==> config.mk <==
export PLATFORM = sky130hd
export DESIGN_NAME = command_parser_flat
export DESIGN_NICKNAME = d
export VERILOG_FILES = /design/src/rtl/command_parser_if.sv /design/src/rtl/command_parser.sv /design/src/flat_wrapper.sv
export SDC_FILE = /design/constraint.sdc
export NUM_CORES = 1
export LEC_CHECK = 0
export CELL_PAD_IN_SITES_DETAIL_PLACEMENT = 2
export CELL_PAD_IN_SITES_GLOBAL_PLACEMENT = 2
export CORE_MARGIN = 3
export CORE_UTILIZATION = 38
export CTS_BUF_LIST = sky130_fd_sc_hd__clkbuf_4 sky130_fd_sc_hd__clkbuf_8
export DETAILED_ROUTE_END_ITERATION = 6
export GPL_TIMING_DRIVEN = 1
export HOLD_SLACK_MARGIN = 0.1
export PLACE_DENSITY = 0.84
export REMOVE_ABC_BUFFERS = 1
export SETUP_SLACK_MARGIN = 0.05
export SYNTH_ARGS = -nofsm -noshare
export SYNTH_HDL_FRONTEND = slang
export SYNTH_SLANG_ARGS = --single-unit
export TNS_END_PERCENT = 10
==> constraint.sdc <==
create_clock -name clock -period 3.3 [get_ports clock]
set_input_delay 0.66 -clock clock [delete_from_list [all_inputs] [get_ports clock]]
set_output_delay 0.66 -clock clock [all_outputs]
set_load 0.02 [all_outputs]
==> src/rtl/command_parser_if.sv <==
// command_parser_if: ASCII byte stream in, held operand/operator command out
interface command_parser_if #(parameter int DATA_W = 8);
  logic [7:0] in_data;
  logic in_valid;
  logic in_ready;
  logic [DATA_W-1:0] data_a;
  logic [DATA_W-1:0] data_b;
  logic [7:0] operation;
  logic cmd_valid;
  logic cmd_ready;
  logic error;
  modport master (
    output in_data, in_valid, cmd_ready,
    input in_ready, data_a, data_b, operation, cmd_valid, error
  );
  modport slave (
    input in_data, in_valid, cmd_ready,
    output in_ready, data_a, data_b, operation, cmd_valid, error
  );
endinterface

==> src/rtl/command_parser.sv <==
// command_parser: parses "<A><op><B>=" ASCII into one held command; PARSER_DIVZERO_CHECK_EN rejects '/' by zero
module command_parser #(
  parameter int DATA_W = 8,
  parameter int MAX_DIGITS = 3
) (
  input logic clock,
  input logic reset,
  command_parser_if.slave bus
);
  localparam int AW = DATA_W + 4;
  localparam int CW = $clog2(MAX_DIGITS + 1);
  typedef enum logic [2:0] {IDLE, OPA, OPB0, OPB, ISSUE, ERR} state_t;
  state_t state, state_n;
  logic [AW-1:0] acc, acc_n, acc_x;
  logic [CW-1:0] cnt, cnt_n;
  logic [7:0] op_q, op_n, opr_q, opr_n;
  logic [DATA_W-1:0] a_q, a_n, b_q, b_n;
  logic take, is_dig, is_op, is_clr, is_sp, is_eq, ovf, full, dz;
  assign bus.cmd_valid = state == ISSUE;
  assign bus.error = state == ERR;
  assign bus.in_ready = ~bus.cmd_valid;
  assign bus.data_a = a_q;
  assign bus.data_b = b_q;
  assign bus.operation = opr_q;
  assign take = bus.in_valid & bus.in_ready;
  assign is_dig = bus.in_data >= 8'h30 && bus.in_data <= 8'h39;
  assign is_op = bus.in_data inside {8'h2B, 8'h2D, 8'h2A, 8'h2F, 8'h26, 8'h7C};
  assign is_clr = bus.in_data == 8'h43 || bus.in_data == 8'h63;
  assign is_sp = bus.in_data == 8'h20;
  assign is_eq = bus.in_data == 8'h3D;
  // acc is 4 bits wider than an operand so acc*10+9 never wraps before the range check
  assign acc_x = acc * AW'(10) + AW'(bus.in_data[3:0]);
  assign ovf = |acc_x[AW-1:DATA_W];
  assign full = cnt == CW'(MAX_DIGITS);
`ifdef PARSER_DIVZERO_CHECK_EN
  assign dz = op_q == 8'h2F && acc == '0;
`else
  assign dz = 1'b0;
`endif
  always_comb begin
    state_n = state;
    acc_n = acc;
    cnt_n = cnt;
    op_n = op_q;
    opr_n = opr_q;
    a_n = a_q;
    b_n = b_q;
    if (state == ISSUE) begin
      if (bus.cmd_ready) state_n = IDLE;
    end else if (take && is_clr) begin
      state_n = IDLE;
      acc_n = '0;
      cnt_n = '0;
    end else if (take && state != ERR && !is_sp) begin
      case (state)
        IDLE, OPB0: begin
          state_n = !is_dig ? ERR : state == IDLE ? OPA : OPB;
          acc_n = AW'(bus.in_data[3:0]);
          cnt_n = CW'(1);
        end
        OPA, OPB: begin
          if (is_dig) begin
            state_n = (ovf || full) ? ERR : state;
            acc_n = acc_x;
            cnt_n = cnt + CW'(1);
          end else if (state == OPA && is_op) begin
            state_n = OPB0;
            a_n = acc[DATA_W-1:0];
            op_n = bus.in_data;
          end else if (state == OPB && is_eq && !dz) begin
            state_n = ISSUE;
            b_n = acc[DATA_W-1:0];
            opr_n = op_q;
          end else begin
            state_n = ERR;
          end
        end
        default: state_n = ERR;
      endcase
    end
  end
  always_ff @(posedge clock or negedge reset) begin
    if (!reset) begin
      state <= IDLE;
      acc <= '0;
      cnt <= '0;
      op_q <= '0;
      opr_q <= '0;
      a_q <= '0;
      b_q <= '0;
    end else begin
      state <= state_n;
      acc <= acc_n;
      cnt <= cnt_n;
      op_q <= op_n;
      opr_q <= opr_n;
      a_q <= a_n;
      b_q <= b_n;
    end
  end
endmodule

==> src/flat_wrapper.sv <==
// flat-port wrapper written by rule: the top's interface ports become plain ports
module command_parser_flat 
#(
  parameter int DATA_W = 8,
  parameter int MAX_DIGITS = 3
)
  (clock, reset, bus_in_data, bus_in_valid, bus_cmd_ready, bus_in_ready, bus_data_a, bus_data_b, bus_operation, bus_cmd_valid, bus_error);
  command_parser_if #(.DATA_W(DATA_W)) bus_i ();
  input logic clock;
  input logic reset;
  input wire logic [$bits(bus_i.in_data)-1:0] bus_in_data;
  input wire logic [$bits(bus_i.in_valid)-1:0] bus_in_valid;
  input wire logic [$bits(bus_i.cmd_ready)-1:0] bus_cmd_ready;
  output wire logic [$bits(bus_i.in_ready)-1:0] bus_in_ready;
  output wire logic [$bits(bus_i.data_a)-1:0] bus_data_a;
  output wire logic [$bits(bus_i.data_b)-1:0] bus_data_b;
  output wire logic [$bits(bus_i.operation)-1:0] bus_operation;
  output wire logic [$bits(bus_i.cmd_valid)-1:0] bus_cmd_valid;
  output wire logic [$bits(bus_i.error)-1:0] bus_error;
  assign bus_i.in_data = bus_in_data;
  assign bus_i.in_valid = bus_in_valid;
  assign bus_i.cmd_ready = bus_cmd_ready;
  assign bus_in_ready = bus_i.in_ready;
  assign bus_data_a = bus_i.data_a;
  assign bus_data_b = bus_i.data_b;
  assign bus_operation = bus_i.operation;
  assign bus_cmd_valid = bus_i.cmd_valid;
  assign bus_error = bus_i.error;
  command_parser #(.DATA_W(DATA_W), .MAX_DIGITS(MAX_DIGITS)) u_core (.clock(clock), .reset(reset), .bus(bus_i));
endmodule
* Word level (Yosys, flattened, before mapping)
Cells that the tools add are included. Widths: inputs -> output; s select.
Word-level totals: word-level logic and storage cells 77, output and inout bits 27, memories kept 0, input bits 12, bits in read-only memories 0, latch bits 0, register bits 49, bits in writable memories 0
Operators by class: add/sub/neg operators 2, shifts and indexed selects 0, muxes and demuxes 19, bitwise logic cells 5, $lt $le $gt $ge 2, eq/ne operators 20, multiply operators 1, reduce and logical (&&, ||, !) cells 21, divide/modulo/power cells 0
Operators by type and width (count):
- $eq 8x6->1 const B | 7
- $mux 12 | 3
- $eq 8x7->1 const B | 3
- $mux 3 | 8
- $pmux 12 s2 | 1
- $add 12x4->12 | 1
- $mul 12x3->11 const B | 1
- $ge 8x6->1 const B | 1
- $le 8x6->1 const B | 1
- $mux 2 | 4
- $reduce_and 7->1 | 1
- $eq 3x2->1 const B | 2
- $eq 3x3->1 const B | 2
- $logic_and 1x1->1 | 6
- $pmux 3 s2 | 1
- $reduce_and 6->1 | 1
- $reduce_bool 3->1 | 2
- $reduce_bool 6->1 | 1
- $ne 5x4->1 const B | 1
- $not 1->1 | 4
- $pmux 2 s2 | 1
- $reduce_and 4->1 | 1
- $reduce_or 2->1 | 2
- $reduce_or 4->1 | 1
- other kinds (13) | 14

* Longest topological paths before layout
word-level depth 10, depth in mapped cells 11

* Least setup slack after synthesis
Ideal clock, no wire load.
kind register to register, start point reg u_core.acc[1], end point reg u_core.state[0], slack 0.362 ns, period minus slack after synthesis 2.938 ns, stages on the path, launching flop included 12, arrival time 2.808 ns, cells stage by stage dfrtp_1 ha_1 ha_1 fa_1 a211oi_2 o21bai_1 a21oi_2 xor2_1 xnor2_1 o31a_1 nor3_2 o32ai_1
Between the ends: longest elaborated chain between the ends 6
Ends and longest elaborated chain:
- start: declaration | line command_parser.sv:14 | logic [AW-1:0] acc, acc_n, acc_x;
- start signal: assignment | line command_parser.sv:93 | acc <= acc_n;
- $mul 12x3->11 | line command_parser.sv:32 | assign acc_x = acc * AW'(10) + AW'(bus.in_data[3:0]);
- $add 12x4->12 | line command_parser.sv:32
- $reduce_or 4->1 | line command_parser.sv:33 | assign ovf = |acc_x[AW-1:DATA_W];
- $logic_or 1x1->1 | line command_parser.sv:63 | state_n = (ovf || full) ? ERR : state;
- $ne 5x4->1 (no source line)
- $reduce_and 3->1 (no source line)
- end signal: assignment | line command_parser.sv:92 | state <= state_n;
- end: declaration | line command_parser.sv:13 | state_t state, state_n;
Every way passes these cells. A chain may end at the register's enable or synchronous reset.

* Worst setup path in the final report
start point in bus_in_data[1], end point reg u_core.state[0]
Between the ends: longest elaborated chain between the ends 9, elaborated cells on any way between the ends 34, those cells by class add/sub: 1; order compare: 2; eq/ne: 11; mux: 8; reduce/logical: 12
Ends and longest elaborated chain:
- start: declaration | line flat_wrapper.sv:11 | input wire logic [$bits(bus_i.in_data)-1:0] bus_in_data;
- branches (longest 9 deep; another with $add 12x4->12)
Parallel ways; which one is timed is not known. The select of a mux whose other input is x is not followed.

==> reports/metrics.cfg <==
[layout]
nFillCells = 752
antenna_cells = 0
post-route-util_pct = 51.1
area_growth_pct = 29.9
regArea_mm2 = 0.00120
final_layout_size_suffix_gt1_share_pct = 28.0
multiInputGateArea_mm2 = 0.00174
nNetsFinal = 343

[clock_tree]
cts_root_buf = clkbuf_8
cts_tree = done
cts.reportedPaths.clkPinSlew_ps = 110
cts_buffers = 5
clock-sinks = 48
clk_path_buf_depth = 2
clk-insertion-delay-late_ps = 310
cts_max_level = 2

[grt]
grt_overflow = 0
grt_usage_pct = 22.2
grt_max_degree = 49
antenna_found_initial = 0
grt_pass1_vias = 2586
grt_pass1_wl_um = 14900

[critical_path]
rr_endpoint = u_core.state[0]
crit_type = in2reg
cp.required_ps = 3490
cp-start-kind = input pin
rr_worst_depth = 10
worstSetupEndpointType = flip-flop
cp_max_fo = 3
r2r_slack_ps = 110
worstReg2RegStart = u_core.acc[2]
cp.arrival_ps = 3390

[timing]
fmax_ghz = 0.312
finalHoldViolations = 0
fin_skew_ps = 10.2
slew_headroom_pct = 15.4
min_period_over_period_pct = 97.1
drv_slew = 0
setup_viol = 0
fin_crit_ps = 3200
worst_pin_slew_ps = 1270

[drt]
drt_iter0_markers = 80
wl_met3_um = 192
dr_wl_met2_um = 5470
drc = 0
wl_per_cell_um = 24.1
top_layer_used = met4
ant_nets = 0
met1Wirelength_um = 4100
drtPass1Iterations = 4
num_vias = 2287
drt_wl_total_um = 9870
viasPerCell = 5.58

[power]
power_w = 0.00222
power_leakage_nw = 1.72
power_density_mw_per_mm2 = 595
vdd_drop_max_mv = 0.210

[worst_hold_path]
hold_class = reg2reg
holdPathEnd = u_core.op_q[5]
min_path_cells = 1
hp-start = u_core.op_q[5]

[logic_synthesis]
synth_common_cells = 48 x dfrtp_1, 21 x mux2_2, 19 x ha_1, 19 x nand2_1, 13 x a21oi_1
synth.area.top_cells = dfrtp_1 42%, ha_1 8.3%, mux2_2 8.2%, a22o_1 3.7%, mux2_1 3.5%
async_flop_share_pct = 100
yosys_warnings = 0
synthCells = 253
synth_cell_types = 59
ys_seq_elements = 48
synth_edf_count = 0
avgSynthCellArea_um2 = 11.3
yosysSeqAreaShare_pct = 41.9
synth.cell_area_mm2 = 0.00287
yosys.area.top_type = dfrtp_1
post-synth-top-count-cell = dfrtp_1
synth_top_area_share_pct = 41.9
ys.flop_type = dfrtp_1

[floorplan]
initial_utilization_pct = 39.3
core_region_area_mm2 = 0.00729
design.die.area_mm2 = 0.00863
rows = 31
chipHeight_um = 92.9
ios = 39
fp.dieW_um = 92.9

[run_status]
run_status = finished clean

[run]
drv_cap = 0

[placement]
place.gp.congestion = 0.766
io_buffers = 38
hpwl_um = 6320

==> through the flow <==
step | hold WS, ps | setup TNS, ps | area [um2] | setup slack [ps] | cells
2_1_floorplan | 364 | 0 | 2830 | 362 | 248
6_report | 479 | 0 | 3730 | 96.6 | 410
3_3_place_gp | 452 | 0 | 3430 | 31.4 | 397
5_1_grt | 500 | -45.0 | 3730 | -22.5 | 410
4_1_cts | 480 | 0 | 3560 | 34.0 | 405
3_5_place_dp | 455 | -82.6 | 3430 | -51.7 | 397
==> layout by cell type (no fill, tap or decap), types with 7 or more instances in the layout <==
cell type and instances:
a22o_1 12, clkdlybuf4s50_1 37, mux2_1 8, buf_4 16
ha_1 16, mux2_2 21, inv_1 7, nand2_1 19
nor2_1 7, dfrtp_1 47, a21oi_1 12
==> power by group <==
group / switching, W / leakage [nW] / internal [W]
registers: 0.0000843 / 0.656 / 0.000655
logic: 0.000583 / 1.01 / 0.000438
clock network: 0.000228 / 0.0548 / 0.000229
total: 0.000895 / 1.72 / 0.00132
==> layout make-up <==
class | count | area share [%]
Multi-Input combinational cell | 192 | 46.7
Tap cell | 99 | 3.32
Timing Repair Buffer | 55 | 13.8
Clock buffer | 5 | 1.85
Inverter | 8 | 0.806
Sequential cell | 48 | 32.3
Clock inverter | 3 | 1.24
==> sequential cells by signal, indices dropped and copies added, names as in the netlist <==
name	cells
u_core.acc	11
u_core.bus.operation	8
u_core.op_q	8
u_core.bus.data_b	8
u_core.cnt	2
u_core.bus.data_a	8
u_core.state	3
==> logic make-up (layout without fill, tap and decap cells) <==
| group | Yosys count | count (layout) | share of synthesized area [%] |
|---|---|---|---|
| and+or+nand+nor | 76 | 76 | 16.9 |
| adders and majority gates | 21 | 21 | 9.68 |
| xor gates and xnor gates | 15 | 15 | 4.58 |
| muxes | 30 | 30 | 11.8 |
| buffers and inverters | 13 | 71 | 2.35 |
| DFF | 48 | 48 | 41.9 |
| AOI/OAI and AO/OA | 50 | 50 | 12.8 |
==> worst max path at each step <==
| stage | slack [ps] | cells past startpoint | endpoint | startpoint |
|---|---|---|---|---|
| 2_1_floorplan | 360 | 11 | u_core.state[0] | u_core.acc[1] |
| 3_3_place_gp | 30 | 10 | u_core.state[0] | bus_in_data[1] |
| 3_5_place_dp | -50 | 10 | u_core.state[0] | bus_in_data[1] |
| 6_report | 100 | 10 | u_core.state[0] | bus_in_data[1] |
| 5_1_grt | -20 | 11 | u_core.state[2] | u_core.acc[2] |
| 4_1_cts | 30 | 10 | u_core.state[1] | u_core.acc[1] |
==> per-layer routing <==
metal	vias to the layer above	track usage, %
met4	0	5.01
met2	39	40.4
met1	1193	27.6
met5	-	0
li1	1043	-
met3	12	3.09
==> worst max-delay path: stages <==
cell	delay, ps
clkdlybuf4s50_1	520
ha_1	210
inv_1	60
fa_1	410
nor2b_1	270
o2111ai_2	200
or3_1	420
o31a_1	310
nor3_2	200
o32ai_2	130
==> repair_timing <==
| action | in CTS | in global routing |
|---|---|---|
| pin swaps | 0 | 8 |
| endpoints found under the hold margin | 0 | 0 |
| setup endpoints to repair | 3 | 3 |
| setup buffers | 0 | 5 |
| hold buffers | 0 | 0 |
| resized for setup | 1 | 21 |
No activity file was read; power rests on OpenSTA's default activity.
